### src/rtl/bcd_pkg.sv
// rtl/bcd_pkg.sv - shared constants, state type and digit check for the BCD serial adder/subtractor
package bcd_pkg;

  localparam int         BCD_DIGIT_W = 4;
  localparam logic [3:0] BCD_MAX     = 4'd9;
  localparam logic [3:0] BCD_ADJ     = 4'd6;

  typedef enum logic [1:0] {
    IDLE,
    CALC,
    DONE
  } bcd_state_t;

  // True when a nibble is not a legal decimal digit
  function automatic logic bcd_digit_bad(input logic [BCD_DIGIT_W-1:0] d);
    return d > BCD_MAX;
  endfunction

endpackage

### src/rtl/bcd_digit_add.sv
// rtl/bcd_digit_add.sv - combinational single-digit BCD add with optional 9's complement of B
module bcd_digit_add
  import bcd_pkg::*;
(
  input  logic [BCD_DIGIT_W-1:0] da,
  input  logic [BCD_DIGIT_W-1:0] db,
  input  logic                   sub,
  input  logic                   cin,
  output logic [BCD_DIGIT_W-1:0] digit,
  output logic                   cout
);

  logic [BCD_DIGIT_W-1:0] db_eff;
  logic [BCD_DIGIT_W:0]   t;

  // Binary sum of the digit pair, then decimal adjust when it exceeds 9
  always_comb begin
    db_eff = sub ? (BCD_MAX - db) : db;
    t      = {1'b0, da} + {1'b0, db_eff} + {{BCD_DIGIT_W{1'b0}}, cin};
    if (t > {1'b0, BCD_MAX}) begin
      digit = t[BCD_DIGIT_W-1:0] + BCD_ADJ;
      cout  = 1'b1;
    end else begin
      digit = t[BCD_DIGIT_W-1:0];
      cout  = 1'b0;
    end
  end

endmodule

### src/rtl/bcd_serial_addsub.sv
// rtl/bcd_serial_addsub.sv - digit-serial packed-BCD adder/subtractor, optional input check via BCD_INPUT_CHECK_EN
module bcd_serial_addsub
  import bcd_pkg::*;
#(
  parameter int DIGITS = 4
) (
  input  logic                  clk,
  input  logic                  rst_n,
  input  logic                  in_valid,
  output logic                  in_ready,
  input  logic [4*DIGITS-1:0]   a,
  input  logic [4*DIGITS-1:0]   b,
  input  logic                  sub,
  output logic                  out_valid,
  input  logic                  out_ready,
  output logic [4*DIGITS-1:0]   sum,
  output logic                  carry_out,
  output logic                  err
);

  localparam int               CNT_W = (DIGITS > 1) ? $clog2(DIGITS) : 1;
  localparam logic [CNT_W-1:0] LAST  = CNT_W'(DIGITS - 1);

  bcd_state_t state, state_nxt;

  logic [CNT_W-1:0]                    cnt;
  logic [DIGITS-1:0][BCD_DIGIT_W-1:0]  a_q;
  logic [DIGITS-1:0][BCD_DIGIT_W-1:0]  b_q;
  logic [DIGITS-1:0][BCD_DIGIT_W-1:0]  sum_q;
  logic                                sub_q;
  logic                                carry_q;
  logic                                carry_out_q;
  logic [BCD_DIGIT_W-1:0]              dig;
  logic                                dig_cout;
  logic                                accept;
  logic                                last_digit;

  assign accept     = in_valid && (state == IDLE);
  assign last_digit = (cnt == LAST);

  // One shared digit adder; the counter walks it across the latched operands
  bcd_digit_add u_digit (
    .da    (a_q[cnt]),
    .db    (b_q[cnt]),
    .sub   (sub_q),
    .cin   (carry_q),
    .digit (dig),
    .cout  (dig_cout)
  );

  // State register
  always_ff @(posedge clk or negedge rst_n) begin
    if (!rst_n) state <= IDLE;
    else        state <= state_nxt;
  end

  // Next state and handshake outputs; no overlap between result and new input
  always_comb begin
    state_nxt = state;
    in_ready  = 1'b0;
    out_valid = 1'b0;
    case (state)
      IDLE: begin
        in_ready = 1'b1;
        if (in_valid) state_nxt = CALC;
      end
      CALC: begin
        if (last_digit) state_nxt = DONE;
      end
      DONE: begin
        out_valid = 1'b1;
        if (out_ready) state_nxt = IDLE;
      end
      default: state_nxt = IDLE;
    endcase
  end

  // Operand capture and per-digit result accumulation
  always_ff @(posedge clk or negedge rst_n) begin
    if (!rst_n) begin
      cnt         <= '0;
      a_q         <= '0;
      b_q         <= '0;
      sum_q       <= '0;
      sub_q       <= 1'b0;
      carry_q     <= 1'b0;
      carry_out_q <= 1'b0;
    end else begin
      case (state)
        IDLE: begin
          if (accept) begin
            a_q     <= a;
            b_q     <= b;
            sub_q   <= sub;
            carry_q <= sub;
            cnt     <= '0;
          end
        end
        CALC: begin
          sum_q[cnt] <= dig;
          carry_q    <= dig_cout;
          cnt        <= cnt + CNT_W'(1);
          if (last_digit) carry_out_q <= dig_cout;
        end
        default: ;
      endcase
    end
  end

  assign sum       = sum_q;
  assign carry_out = carry_out_q;

`ifdef BCD_INPUT_CHECK_EN
  logic bad_in;
  logic err_q;

  // Any non-decimal nibble in either operand at acceptance time
  always_comb begin
    bad_in = 1'b0;
    for (int k = 0; k < DIGITS; k++) begin
      bad_in = bad_in | bcd_digit_bad(a[4*k +: 4]) | bcd_digit_bad(b[4*k +: 4]);
    end
  end

  // Error flag travels with the operation and is replaced on the next acceptance
  always_ff @(posedge clk or negedge rst_n) begin
    if (!rst_n)      err_q <= 1'b0;
    else if (accept) err_q <= bad_in;
  end

  assign err = err_q;
`else
  assign err = 1'b0;
`endif

endmodule
### config.mk
export PLATFORM = sky130hd
export DESIGN_NAME = bcd_serial_addsub
export DESIGN_NICKNAME = d
export VERILOG_FILES = /design/src/rtl/bcd_pkg.sv /design/src/rtl/bcd_digit_add.sv /design/src/rtl/bcd_serial_addsub.sv
export SDC_FILE = /design/constraint.sdc
export NUM_CORES = 1
export LEC_CHECK = 0
export ABC_AREA = 1
export CORE_MARGIN = 1.5
export CORE_UTILIZATION = 50
export CTS_CLUSTER_SIZE = 24
export DETAILED_ROUTE_END_ITERATION = 7
export PLACE_DENSITY = 0.79
export SYNTH_ARGS = -nofsm -noshare
export SYNTH_HDL_FRONTEND = slang
export SYNTH_SLANG_ARGS = --single-unit
### constraint.sdc
create_clock -name clk -period 4.94 [get_ports clk]
set_input_delay 0.741 -clock clk [delete_from_list [all_inputs] [get_ports clk]]
set_output_delay 0.741 -clock clk [all_outputs]
set_load 0.05 [all_outputs]
Yosys cells after proc, flatten, opt, wreduce, memory -nomap -nowiden
Cells that the tools add are included.

operators by class
  order comparisons = 3
  add/sub/neg operators = 5
  eq/ne operators = 7
  muxes and demuxes = 20
  reductions and logical operators = 8

operator list
  cell                 count
  $mux 4               5
  $bmux 4 s2           2
  $bwmux 16            1
  $demux 4 s2          1
  $mux 2               4
  $ne 2x2->1 const B   4
  $pmux 2 s3           1
  $reduce_and 2->1     3
  $add 4x4->5          1
  $add 5x1->5          1
  $gt 5x4->1 const B   1
  $add 4x3->4 const B  1
  $eq 2x2->1 const B   2
  $mux 1               4
  $pmux 2 s2           1
  $sub 4x4->4 const A  1
  $lt 2x3->1 const B   1
  $reduce_and 3->1     1
  $add 2x1->2 const B  1
  $eq 2x1->1 const B   1
  $ge 2x1->1 const B   1
  $logic_and 1x1->1    2
  $logic_not 2->1      1
  $pmux 1 s2           1
  $reduce_bool 2->1    1

storage, ports and cells
  word-level logic and storage cells = 60
  flip-flop bits (word level) = 55
  input bits = 37
  output and inout bits = 20

Longest topological paths before layout
Gate-level depths: netlist of run 1.

  word-level depth = 9
  gate-level depth with buffers = 21
  depth with buffers taken out = 19

Cells and area by module
From an unflattened synthesis of run 1, not the netlist that was laid out.

second synthesis, totals
  cells, all modules = 381
  area, all modules = 2890.3 µm²

by module, submodules not included
  module             times used  cells an instance  area an instance (µm²)  sequential area each (µm²)
  bcd_serial_addsub  1           321                2533.7                  1376.3
  bcd_digit_add      1           60                 356.6                   0.0

Worst setup path before layout of run 1
No wires, ideal clock.

  kind = register to register
  start point = register cnt[0]
  end point = register sum_q, in the netlist sum[13]
  clock period less this slack = 2887 ps
  stages on the path, launching flop included = 21
  library setup time = 118 ps
  buffers on the path = 2
  arrival = 2769 ps
  slack = 2053 ps
  required time = 4822 ps
  cells stage by stage = dfrtp_1 > buf_2 > inv_2 > buf_4 > nand2_1 > a32oi_1 > inv_1 > ha_1 > nand2_1 > o21ai_1 > ha_1 > inv_1 > nand2_1 > nand2_2 > ha_1 > a21oi_2 > nand2_2 > nand2_4 > nand2_2 > nand3_1 > nand2_1

on the way
  word-level cells in the longest chain between the ends = 9
  elaborated cells on any way between the ends = 17

RTL lines
  what                                       line                                      RTL
  start, declared                            bcd_serial_addsub.sv:26                   logic [CNT_W-1:0] cnt;
  start signal, assigned                     bcd_serial_addsub.sv:102                  cnt <= cnt + CNT_W'(1);
  $bmux 4 s2                                 bcd_serial_addsub.sv:44                   .db (b_q[cnt]),
  $mux 4 (implied by the code)               bcd_serial_addsub.sv:44
  $sub 4x4->4                                bcd_digit_add.sv:18                       db_eff = sub ? (BCD_MAX - db) : db;
  $mux 4                                     bcd_digit_add.sv:18
  $add 4x4->5                                bcd_digit_add.sv:19                       t = {1'b0, da} + {1'b0, db_eff} + {{BCD_DIGIT_W{1'b0}}, cin};
  $add 5x1->5                                bcd_digit_add.sv:19
  $add 4x3->4 or $gt 5x4->1 (tied branches)  bcd_digit_add.sv:21, bcd_digit_add.sv:20
  $mux 4                                     bcd_digit_add.sv:20                       if (t > {1'b0, BCD_MAX}) begin
  $bwmux 16 *                                bcd_serial_addsub.sv:100                  sum_q[cnt] <= dig;
  end signal, assigned by index              bcd_serial_addsub.sv:100
  end, declared                              bcd_serial_addsub.sv:29                   logic [DIGITS-1:0][BCD_DIGIT_W-1:0] sum_q;

Mark *: on every way between the ends. The rest lies on a longest branch, timed or not. The select of a mux whose other input is x is not followed.
A chain may end at the register's enable or synchronous reset.

Worst setup path after layout of run 1
  start point = register cnt[0]
  end point = register sum_q, in the netlist sum[5]

Same word-level chain as after synthesis.

==> results.sh, run 1 <==
export IMPL_run_status="completed"
export IMPL_r2r_setup_slack_ns=1.47
export IMPL_count_of_synthesis_stage_warnings_from_yosys=0
export IMPL_cts_hold_repair_buffers=0
export IMPL_diodes=0
export IMPL_fill_cells=432
export IMPL_unrepaired_setup_endpoints_after_global_routing="no"
export IMPL_drcViolationCount=0
export IMPL_tritoncts_num_sinks=55
export IMPL_totalWireLength_mm=5.58
export IMPL_gp_routability_congestion=0.810
export IMPL_postSynthCellCount=335
export IMPL_cts_buf_count=5
export IMPL_post_synth_cell_area_avg_um2=8.07
export IMPL_core_area_um2=5170
export IMPL_peak_fanout_along_the_critical_path=21
export IMPL_synth_top_cells_by_area="sky130_fd_sc_hd__dfrtp_1 (51%), sky130_fd_sc_hd__nand2_1 (22%), sky130_fd_sc_hd__ha_1 (4.2%)"
export IMPL_syn_num_nets=383
export IMPL_per_cell_via_count_in_the_routed_design=4.97
export IMPL_finalMaxSlewViolations=0
export IMPL_seqCellArea_um2=1380
export IMPL_grt_first_pass_wirelength_mm=10.1
export IMPL_path_cells="inv_2 -> o21ai_0 -> o22ai_1 -> xor2_1 -> fa_1 -> fa_1 -> nand2_1 -> nand2_2 -> ha_1 -> a21oi_2 -> nand2_2 -> nand2_4 -> nand2_2 -> nand3_1 -> nand2_1"
export IMPL_met1_wl_mm=2.60
export IMPL_reg2regPathDepth=15
export IMPL_ctsLongestPathBuffers=2
export IMPL_synth_yosys_seq_area_share_pct=50.9
export IMPL_cp_arrival_ns=3.67
export IMPL_via_count=2274
export IMPL_most_area_hungry_cell_type_in_the_yosys_netlist="sky130_fd_sc_hd__dfrtp_1"
export IMPL_fp_dieH_um=76.5
export IMPL_hold_path_class="reg -> reg"
export IMPL_critPathLaunchType="flop"
export IMPL_fp_row_count=26
export IMPL_total_global_routing_track_utilization_pct=21.3
export IMPL_worst_setup_hold_path_clk_slew_ns=0.09
export IMPL_route_met2_wl_mm=2.68
export IMPL_finClkSkew_ns=0.00474
export IMPL_achievable_frequency_mhz=288
export IMPL_postCtsResizedCells=0
export IMPL_cts_repair_timing_setup_buffer_count=0
export IMPL_share_of_final_layout_standard_cells_stronger_than_drive_strength_1_pct=5.93
export IMPL_timing_final_crit_share_pct=70.2
export IMPL_design_portCount=57
export IMPL_tightest_slew_ns=0.665
export IMPL_timing_critical_path_slowest_cell_delay_ns=0.72
export IMPL_multi_input_comb_area_um2=1190
export IMPL_area_growth_synth_to_final_pct=25.0
export IMPL_final_hold_fails=0
export IMPL_detailedRoute_firstPassIterationCount=4
export IMPL_timing_setup_critical_path_class="reg -> reg"
export IMPL_worst_skew_pair_late_latency_ns=0.31
export IMPL_final_net_count=435
export IMPL_postLayoutCellArea_um2=3380
export IMPL_timing_slew_headroom_pct=55.7
export IMPL_syn_area_um2=2700
export IMPL_initial_utilization_pct=52.3
export IMPL_number_of_library_cell_types_mapped_by_synthesis=25
export IMPL_critPathSlowestCell="sky130_fd_sc_hd__dfrtp_1"
export IMPL_place_hpwl_mm=4.04
export IMPL_met3RoutedLength_um=243
export IMPL_drt_antenna_violating_nets=0
export IMPL_crit_path_frequent_cell="sky130_fd_sc_hd__nand2_2"
export IMPL_timing_max_cap_violations=0
export IMPL_synth_largest_type_area_fraction_pct=50.9
export IMPL_hold_path_depth=2
export IMPL_htree_levels=2
export IMPL_drt_initial_drc_count=164
export IMPL_cts_tree="yes"
export IMPL_setup_viol=0
export IMPL_minimum_clock_period_after_layout_ns=3.47
export IMPL_root_buffer="sky130_fd_sc_hd__clkbuf_8"
export IMPL_grt_antenna_before_repair=0
export IMPL_tns_ns=0
export IMPL_grt_pass1_vias=2262
export IMPL_timing_hold_ws_ns=0.484
export IMPL_grt_remaining_overflow=0
export IMPL_placedInstanceArea_um2=3280
export IMPL_io_buffers=55
export IMPL_timing_critical_path_required_ns=5.15
export IMPL_drt_wirelength_per_cell_um=12.2
export IMPL_die_width_um=76.5
export IMPL_ys_ff_latch=55
export IMPL_die_area_um2=5860
export IMPL_critical_path_endpoint_type="flop"
export IMPL_highest_layer="met4"
export IMPL_grt_start_max_net_pins=56
[worst max-delay path, delay by kind of cell (launching register included)]
family                   cells  cell delay, ns
AO/OA/AOI/OAI                3            0.46
adder cells (fa/ha/maj)      3            1.09
XOR/XNOR                     1            0.17
flip-flops                   1            0.72
AND/OR/NAND/NOR              7            0.65
buffers and inverters        1            0.27
[routing by layer]
layer,global-route usage [%],vias to the layer above
li1,-,1156
met1,27.5,1060
met2,36.1,49
met3,5.39,9
met4,4.81,0
met5,0,-
[state kept, by name, indices dropped and copies added, names as in the netlist]
name and cells:
carry_q 1, sum 16, state 2, b_q 16
cnt 2, carry_out 1, a_q 16, sub_q 1
[cell usage in the layout, fill, tap and decap left out]
cell / instances
sky130_fd_sc_hd__nor2_4: 1
sky130_fd_sc_hd__a22o_1: 1
sky130_fd_sc_hd__buf_4: 1
sky130_fd_sc_hd__dfrtp_1: 55
sky130_fd_sc_hd__nand2_4: 1
sky130_fd_sc_hd__nand2_2: 8
sky130_fd_sc_hd__a21oi_2: 2
sky130_fd_sc_hd__o22ai_1: 6
sky130_fd_sc_hd__inv_2: 2
sky130_fd_sc_hd__buf_2: 1
sky130_fd_sc_hd__clkbuf_1: 1
sky130_fd_sc_hd__a32oi_1: 1
sky130_fd_sc_hd__fa_1: 2
sky130_fd_sc_hd__a32o_1: 1
sky130_fd_sc_hd__o21ai_0: 18
sky130_fd_sc_hd__o31ai_1: 1
sky130_fd_sc_hd__xor2_1: 2
sky130_fd_sc_hd__ha_1: 9
sky130_fd_sc_hd__clkbuf_8: 7
sky130_fd_sc_hd__o21ai_1: 1
sky130_fd_sc_hd__nor2_1: 17
sky130_fd_sc_hd__conb_1: 1
sky130_fd_sc_hd__clkdlybuf4s50_1: 54
sky130_fd_sc_hd__inv_1: 17
sky130_fd_sc_hd__nand2_1: 156
sky130_fd_sc_hd__a21oi_1: 3
sky130_fd_sc_hd__nand3_1: 19
[metrics by stage]
step	util, %	cells	setup WS, ns
finish	65.3	458	1.47
global route	65.3	458	1.19
CTS	65.3	458	1.51
detailed placement	63.4	450	1.53
global placement	63.4	450	1.67
floorplan	-	335	2.05
[cells by family after synthesis]
group / after synthesis / share of synthesized area (%)
other: 1 / 0.139
buffers and inverters: 30 / 5.04
adder cells (fa/ha/maj): 11 / 5.65
flip-flops: 55 / 50.9
AO/OA/AOI/OAI: 34 / 7.40
XOR/XNOR: 2 / 0.648
AND/OR/NAND/NOR: 202 / 30.2
[path summary, 6_finish.rpt]
check / end / from
worst max register to register: sum[5] / cnt[0]
min in group asynchronous: b_q[10] / rst_n
worst min register to register: sum[7] / sum[7]
worst min-delay path: sum[7] / sum[7]
max in group asynchronous: a_q[8] / rst_n
worst max-delay path: sum[5] / cnt[0]
[cells in the mapped netlist]
master	n
sky130_fd_sc_hd__o21ai_1	1
sky130_fd_sc_hd__buf_4	5
sky130_fd_sc_hd__nand2_2	8
sky130_fd_sc_hd__a32oi_1	1
sky130_fd_sc_hd__o31ai_1	1
sky130_fd_sc_hd__nand2_4	1
sky130_fd_sc_hd__nand3_1	19
sky130_fd_sc_hd__inv_2	2
sky130_fd_sc_hd__dfrtp_1	55
sky130_fd_sc_hd__a22o_1	1
sky130_fd_sc_hd__nor2_1	17
sky130_fd_sc_hd__buf_2	4
sky130_fd_sc_hd__o21ai_0	18
sky130_fd_sc_hd__fa_1	2
sky130_fd_sc_hd__a32o_1	1
sky130_fd_sc_hd__conb_1	1
sky130_fd_sc_hd__inv_1	17
sky130_fd_sc_hd__ha_1	9
sky130_fd_sc_hd__a21oi_2	2
sky130_fd_sc_hd__xor2_1	2
sky130_fd_sc_hd__nand2_1	156
sky130_fd_sc_hd__o22ai_1	6
sky130_fd_sc_hd__a21oi_1	3
sky130_fd_sc_hd__nor2_4	1
sky130_fd_sc_hd__clkbuf_1	2
[cell type report]
cell class              count  share of cell area (%)
multi-input cells         250                    35.2
inverters                  19                    2.11
clock buffers               8                    2.96
repair buffers             56                    16.4
well taps                  70                    2.59
flip-flops and latches     55                    40.7
Power of run 1 is left out: the tool's default activity adds up to more than one toggle a clock period on the data nets, which glitch-free logic cannot reach.
==> run 2: changes to the inputs <==
clock period = 3.5 ns   (was 4.94 ns; I/O delays follow)
==> run 2 against run 1 <==
Hold slack got worse by 0.18 ns; register-to-register slack worse by 1.2 ns; setup slack worse by 1.2 ns; via count is 2.1% higher; count of clock-buffer cells in the layout fell by 2; core utilization is 0.65 points higher; clock skew rose by 0.0081 ns; critical path depth decreased by 1; highest routed layer unchanged.
==> results.sh, run 2 (synthesized netlist as in run 1, its figures left out) <==
export IMPL_cts_tree="yes"
export IMPL_design_portCount=57
export IMPL_io_buffers=55
export IMPL_grt_pass1_vias=2310
export IMPL_cts_hold_repair_buffers=0
export IMPL_final_cell_mix="sky130_fd_sc_hd__nand2_1 (156), sky130_fd_sc_hd__dfrtp_1 (54), sky130_fd_sc_hd__clkdlybuf4s50_1 (54), sky130_fd_sc_hd__nand3_1 (19), sky130_fd_sc_hd__o21ai_0 (18)"
export IMPL_finalMaxSlewViolations=0
export IMPL_fp_row_count=26
export IMPL_tritoncts_num_sinks=55
export IMPL_timing_critical_path_slowest_cell_delay_ns=0.57
export IMPL_worst_skew_pair_late_latency_ns=0.31
export IMPL_tns_ns=0
export IMPL_cp_arrival_ns=3.43
export IMPL_minimum_clock_period_after_layout_ns=3.24
export IMPL_timing_max_cap_violations=0
export IMPL_diodes=0
export IMPL_unrepaired_setup_endpoints_after_global_routing="no"
export IMPL_area_growth_synth_to_final_pct=26.2
export IMPL_fp_dieH_um=76.5
export IMPL_timing_final_crit_share_pct=92.6
export IMPL_critPathSlowestCell="sky130_fd_sc_hd__dfrtp_1"
export IMPL_finClkSkew_ns=0.0128
export IMPL_run_status="completed"
export IMPL_grt_remaining_overflow=0
export IMPL_timing_slew_headroom_pct=45.5
export IMPL_grt_first_pass_wirelength_mm=10.4
export IMPL_final_hold_fails=0
export IMPL_drcViolationCount=0
export IMPL_per_cell_via_count_in_the_routed_design=5.03
export IMPL_path_buf_inv=2
export IMPL_grt_start_max_net_pins=39
export IMPL_fill_cells=440
export IMPL_core_area_um2=5170
export IMPL_worst_setup_hold_path_clk_slew_ns=0.10
export IMPL_final_net_count=439
export IMPL_multi_input_comb_area_um2=1190
export IMPL_achievable_frequency_mhz=309
export IMPL_critPathLaunchType="flop"
export IMPL_timing_setup_critical_path_class="reg -> reg"
export IMPL_critPathTopFamily="adder cells"
export IMPL_ctsLongestPathBuffers=2
export IMPL_htree_levels=2
export IMPL_grt_antenna_before_repair=0
export IMPL_die_width_um=76.5
export IMPL_seqCellArea_um2=1380
export IMPL_hold_path_class="in -> async"
export IMPL_gp_routability_congestion=0.809
export IMPL_drt_initial_drc_count=179
export IMPL_die_area_um2=5860
export IMPL_detailedRoute_firstPassIterationCount=4
export IMPL_layout_commonest_cell="sky130_fd_sc_hd__nand2_1"
export IMPL_setup_viol=0
export IMPL_via_count=2322
export IMPL_cts_buf_count=5
export IMPL_drt_wirelength_per_cell_um=12.4
export IMPL_place_hpwl_mm=4.25
export IMPL_share_of_final_layout_standard_cells_stronger_than_drive_strength_1_pct=7.65
export IMPL_totalWireLength_mm=5.73
export IMPL_tightest_slew_ns=0.817
export IMPL_root_buffer="sky130_fd_sc_hd__clkbuf_8"
export IMPL_path_cells="inv_2 -> o21ai_0 -> o22ai_1 -> xor2_1 -> fa_1 -> fa_1 -> inv_1 -> ha_1 -> a21oi_2 -> nand2_2 -> nand2_4 -> nand2_2 -> nand3_1 -> nand2_1"
export IMPL_total_global_routing_track_utilization_pct=21.7
export IMPL_timing_critical_path_required_ns=3.70
export IMPL_critical_path_endpoint_type="flop"
export IMPL_cts_repair_timing_setup_buffer_count=0
export IMPL_drt_antenna_violating_nets=0
export IMPL_initial_utilization_pct=52.3
export IMPL_peak_fanout_along_the_critical_path=12
## run 2: cell types whose count changed in the layout (fill, tap and decap cells not counted), sizes merged
cell | previous run | this run
clkinvlp | 0 | 2
buf | 2 | 6
clkbuf | 8 | 6
clkinv | 0 | 1
inv | 19 | 18
## run 2: layer usage
metal / vias to the layer above / GRT usage [%] / share of wire, %
met5: - / 0 / 0
met1: 1079 / 29.8 / 46
li1: 1164 / - / -
met2: 65 / 35.9 / 48
met4: 0 / 5.37 / 1.8
met3: 14 / 3.83 / 4.1
## run 2: per-stage QoR
stage / area, um2 / hold WS (ns) / util, % / worst slack [ns] / std cells
finish: 3410 / 0.306 / 66.0 / 0.260 / 462
global route: 3410 / 0.377 / 66.0 / 0.0600 / 462
CTS: 3410 / 0.335 / 65.9 / 0.255 / 462
detailed placement: 3310 / 0.464 / 64.0 / 0.265 / 454
global placement: 3310 / 0.458 / 64.0 / 0.403 / 454
floorplan: 2700 / 0.229 / - / 0.613 / 335
## run 2: area by class of cell
cell class	instances	area share [%]
clock buffer	6	2.42
clock inverter	2	0.477
inverter	19	2.20
multi-input combinational	250	34.9
sequential	55	40.4
tap	70	2.57
timing repair buffer	60	17.1
## run 2: final timing paths
check                      startpoint      end  slack [ns]  cells after the start
max in group asynchronous       rst_n   sum[9]        2.45                      2
min in group clk              sum[15]  sum[15]        0.49                      2
setup / recovery               cnt[0]   sum[9]        0.26                     14
hold / removal                  rst_n   b_q[9]        0.31                      1
setup reg to reg               cnt[0]   sum[9]        0.26                     14
hold reg to reg               sum[15]  sum[15]        0.49                      2
## run 2: repair_timing
| action | in CTS | in global routing |
|---|---|---|
| endpoints found under the setup margin | 0 | 3 |
| hold endpoints to repair | 0 | 0 |
| resized for setup | 0 | 2 |
Power of run 2 is left out for the same reason.
